[src/rtl/piso_serializer.sv]
// rtl/piso_serializer.sv - parallel-in serial-out serializer with valid/ready load handshake
module piso_serializer #(
   parameter int WIDTH     = 4,
   parameter int MSB_FIRST = 1
) (
   input  logic             clk,
   input  logic             rst_n,
   input  logic             load_valid,
   output logic             load_ready,
   input  logic [WIDTH-1:0] pdata,
   output logic             dout,
   output logic             dout_valid,
   output logic             last,
   output logic             busy
);

   localparam int CW = $clog2(WIDTH);

   typedef enum logic {
      IDLE  = 1'b0,
      SHIFT = 1'b1
   } state_t;

   state_t           state_q, state_d;
   logic [WIDTH-1:0] data_q, data_d;
   logic [CW-1:0]    cnt_q, cnt_d, cnt_inc, sel;
   logic             dout_d, valid_d, last_d;
   logic             accept;

   // Ready while idle, or in the cycle carrying the final bit so a new
   // word can follow with no gap; held low while reset is asserted.
   assign load_ready = rst_n & ((state_q == IDLE) | last);
   assign accept     = load_valid & load_ready;

   // The state register itself is the busy flag, so busy stays registered.
   assign busy = (state_q == SHIFT);

   // Next state and next registered outputs; cnt_q indexes the bit now on dout.
   always_comb begin
      state_d = state_q;
      data_d  = data_q;
      cnt_d   = cnt_q;
      dout_d  = 1'b0;
      valid_d = 1'b0;
      last_d  = 1'b0;
      cnt_inc = cnt_q + CW'(1);
      sel     = (MSB_FIRST != 0) ? (CW'(WIDTH - 1) - cnt_inc) : cnt_inc;
      if (accept) begin
         state_d = SHIFT;
         data_d  = pdata;
         cnt_d   = '0;
         dout_d  = (MSB_FIRST != 0) ? pdata[WIDTH-1] : pdata[0];
         valid_d = 1'b1;
      end else if ((state_q == SHIFT) && !last) begin
         cnt_d   = cnt_inc;
         dout_d  = data_q[sel];
         valid_d = 1'b1;
         last_d  = (cnt_inc == CW'(WIDTH - 1));
      end else if (state_q == SHIFT) begin
         // Final bit went out and nothing new was offered.
         state_d = IDLE;
         cnt_d   = '0;
      end
   end

   // State, word and output registers; reset discards any word in flight.
   always_ff @(posedge clk or negedge rst_n) begin
      if (!rst_n) begin
         state_q    <= IDLE;
         data_q     <= '0;
         cnt_q      <= '0;
         dout       <= 1'b0;
         dout_valid <= 1'b0;
         last       <= 1'b0;
      end else begin
         state_q    <= state_d;
         data_q     <= data_d;
         cnt_q      <= cnt_d;
         dout       <= dout_d;
         dout_valid <= valid_d;
         last       <= last_d;
      end
   end

endmodule

[config.mk]
export PLATFORM = sky130hd
export DESIGN_NAME = piso_serializer
export DESIGN_NICKNAME = d
export VERILOG_FILES = /design/src/rtl/piso_serializer.sv
export SDC_FILE = /design/constraint.sdc
export NUM_CORES = 1
export LEC_CHECK = 0
export ABC_AREA = 1
export BUFFER_PORTS_ARGS = -buffer_cell sky130_fd_sc_hd__clkbuf_2
export CAP_MARGIN = 40
export CORE_AREA = 3 3 40 42
export CTS_BUF_LIST = sky130_fd_sc_hd__clkbuf_8
export CTS_CLUSTER_DIAMETER = 50
export DETAILED_ROUTE_END_ITERATION = 12
export DIE_AREA = 0 0 43 45
export SYNTH_ARGS = -nofsm -noshare
export SYNTH_HDL_FRONTEND = slang
export SYNTH_SLANG_ARGS = --single-unit
[constraint.sdc]
create_clock -name clk -period 1.55 [get_ports clk]
set_input_delay 0.155 -clock clk [delete_from_list [all_inputs] [get_ports clk]]
set_output_delay 0.155 -clock clk [all_outputs]
set_load 0.005 [all_outputs]
==> results.ini <==
[finish]
num_antenna_cells = 0
post-route-util = 0.469
multi_input_area_um2 = 189
regArea_um2 = 250
n_fill_cell = 132
num-nets-final = 75
layout-drive-gt1-share = 0.364
area_growth_syn_to_layout_pct = 30.6

[run_status]
status = finished, final reports clean

[floorplanning]
die_area_um2 = 1940
initial_core_util = 0.359
row_count = 13
io_pins = 12
core_area_um2 = 1280
dieHeight_um = 45
die_w_um = 43

[drt]
drc = 0
via_per_inst = 4.49
routed_wl_um = 800
wire_per_inst_um = 9.88
vias = 364
dr.first_iter.drc_count = 8
dr.pass1.iters = 6
antenna_left = 0

[setup_path]
crit_chain = dlygate4sd3_1 -> clkbuf_4 -> inv_2 -> nor2_4 -> clkbuf_2
worst_setup_path_end_kind = output port
crit_type = in -> out
required_ns = 1.39
worst-path-max-fanout = 12
worstPathArrival_ns = 1.27
crit_path_start_kind = input pin
slowest_delay_ns = 0.52
crit_path_top_delay_cell = dlygate4sd3_1

[clocking]
path_clk_slew_ns = 0.05
insertion_delay_ns = 0.24
cts_root_buf = clkbuf_8
cts-buffers-inserted = 3
cts_htree_levels = 1
tritoncts = done
clockBufferDepth = 2
cts.sink_count = 10

[yosys]
synth-seq-area-share = 0.542
ys_warn_count = 0
syn_nets = 58
ys_types = 11
synth.cell_area_um2 = 462
syn_inst = 50
synth_area_leaders = dfrtp_1 (54%), nand2_1 (15%), nand3_1 (8.7%), nor2_4 (4.9%), nand3_4 (3.8%)
post_synth.cell_area_avg_um2 = 9.23
synth_common_cells = nand2_1 (19), dfrtp_1 (10), nand3_1 (8), inv_2 (4)
ys_ff_latch = 10
synth-async-reset-ratio = 1.00
synth_edf_count = 0
synth-main-ff-cell = dfrtp_1
netlist.top_cell.by_area = dfrtp_1
synth_top_area_frac = 0.542
yosysMostFrequentCell = nand2_1

[placement]
numPortBuffers = 11
place_congestion = 0.779
hpwl_um = 600

[grt]
grt_usage = 0.119
grt_pass1_vias = 340
grt_max_degree = 13
grt_pass1_wl_um = 1520
antenna_found_initial = 0
grt_overflow_total = 0

[timing]
rsz0062_at_grt = no
slew_violations = 0
timing.fmax_mhz = 704
setup_violations = 0
fin_worst_skew_ns = 0.00230
max_slew_margin = 0.873
setup_tns_ns = 0
fin_crit_sh = 0.917
tightest_slew_ns = 0.190
whs_ns = 0.142
hold_viol = 0
period_minus_slack_ns = 1.42

[power_and_ir_drop]
power_frac_seq = 0.373
power_leakage_nw = 0.326
powerDensity_nw_per_um2 = 2100
irDropWorstVdd_mv = 0.916
p_sw_mw = 0.459
clkPwrFrac = 0.259
p_comb_frac = 0.368
p_sw_frac = 0.362
intPower_mw = 0.808
p_total_mw = 1.27

[min_path]
hold_path.class = in -> reg

[run]
maxCapViolations = 0

[critical path, delay by kind of cell]
family / cells / cell delay, ns
buffers and inverters: 4 / 0.95
and+or+nand+nor: 1 / 0.15
[cell families (layout without fill, tap and decap cells)]
kind of cell	count (synthesis)	count (layout)	synth area share
fa+ha+maj	1	1	0.0271
buf+inv	6	22	0.0488
flops	10	10	0.542
simple gates	33	33	0.382
[layer usage]
metal	vias up	wire length [um]	track usage
li1	190	-	-
met1	156	357	0.127
met2	14	359	0.150
met3	4	57	0.0757
met4	0	26	0.127
met5	-	0	0
[final cells by class]
cell class | count | share of cell area
Inverter | 6 | 0.0373
Multi-Input combinational cell | 34 | 0.313
Tap cell | 15 | 0.0311
Timing Repair Buffer | 12 | 0.112
Sequential cell | 10 | 0.415
Clock buffer | 4 | 0.0913
[layout by cell type (no fill, tap or decap), types with 2 or more instances in the layout]
| cell | instances |
|---|---|
| clkbuf_2 | 10 |
| clkbuf_8 | 4 |
| dfrtp_1 | 10 |
| inv_1 | 2 |
| inv_2 | 4 |
| nand2_1 | 19 |
| nand3_1 | 8 |
| nor2_4 | 2 |
[timing repair]
action | 4_1_cts | 5_1_grt
gates resized for setup | 0 | 2
endpoints found under the setup margin | 0 | 1
endpoints found under the hold margin | 10 | 0
buffers inserted | 0 | 0
hold buffers | 1 | 0
[through the flow]
stage          setup slack [ns]  cell area [um2]  std cells
3_5_place_dp              0.406              536         76
2_1_floorplan             0.486              462         50
4_1_cts                  0.0228              601         81
5_1_grt                  0.0350              603         81
3_3_place_gp              0.422              536         76
6_report                  0.129              603         81
[state kept, by name, summed over array words and instances (netlist names)]
signal	count
dout	1
last	1
busy	1
data_q	4
dout_valid	1
cnt_q	2
[worst paths after layout]
path,cells past startpoint,slack (ns),endpoint,from
setup / recovery,5,0.13,load_ready,rst_n
setup reg to reg,6,0.39,dout,cnt_q[0]
min in group asynchronous,2,0.32,data_q[2],rst_n
max in group asynchronous,2,1.06,dout,rst_n
hold / removal,3,0.14,data_q[1],pdata[1]
hold reg to reg,2,0.48,data_q[1],data_q[1]
[power groups by stage]
stage	registers [mW]	clock network, mW	logic (mW)
6_report	0.472	0.329	0.466
5_1_grt	0.491	0.365	0.541
4_1_cts	0.474	0.338	0.474
3_5_place_dp	0.478	0	0.471
3_3_place_gp	0.476	0	0.466
2_1_floorplan	0.469	0	0.344
(Power assumes the default switching activity.)
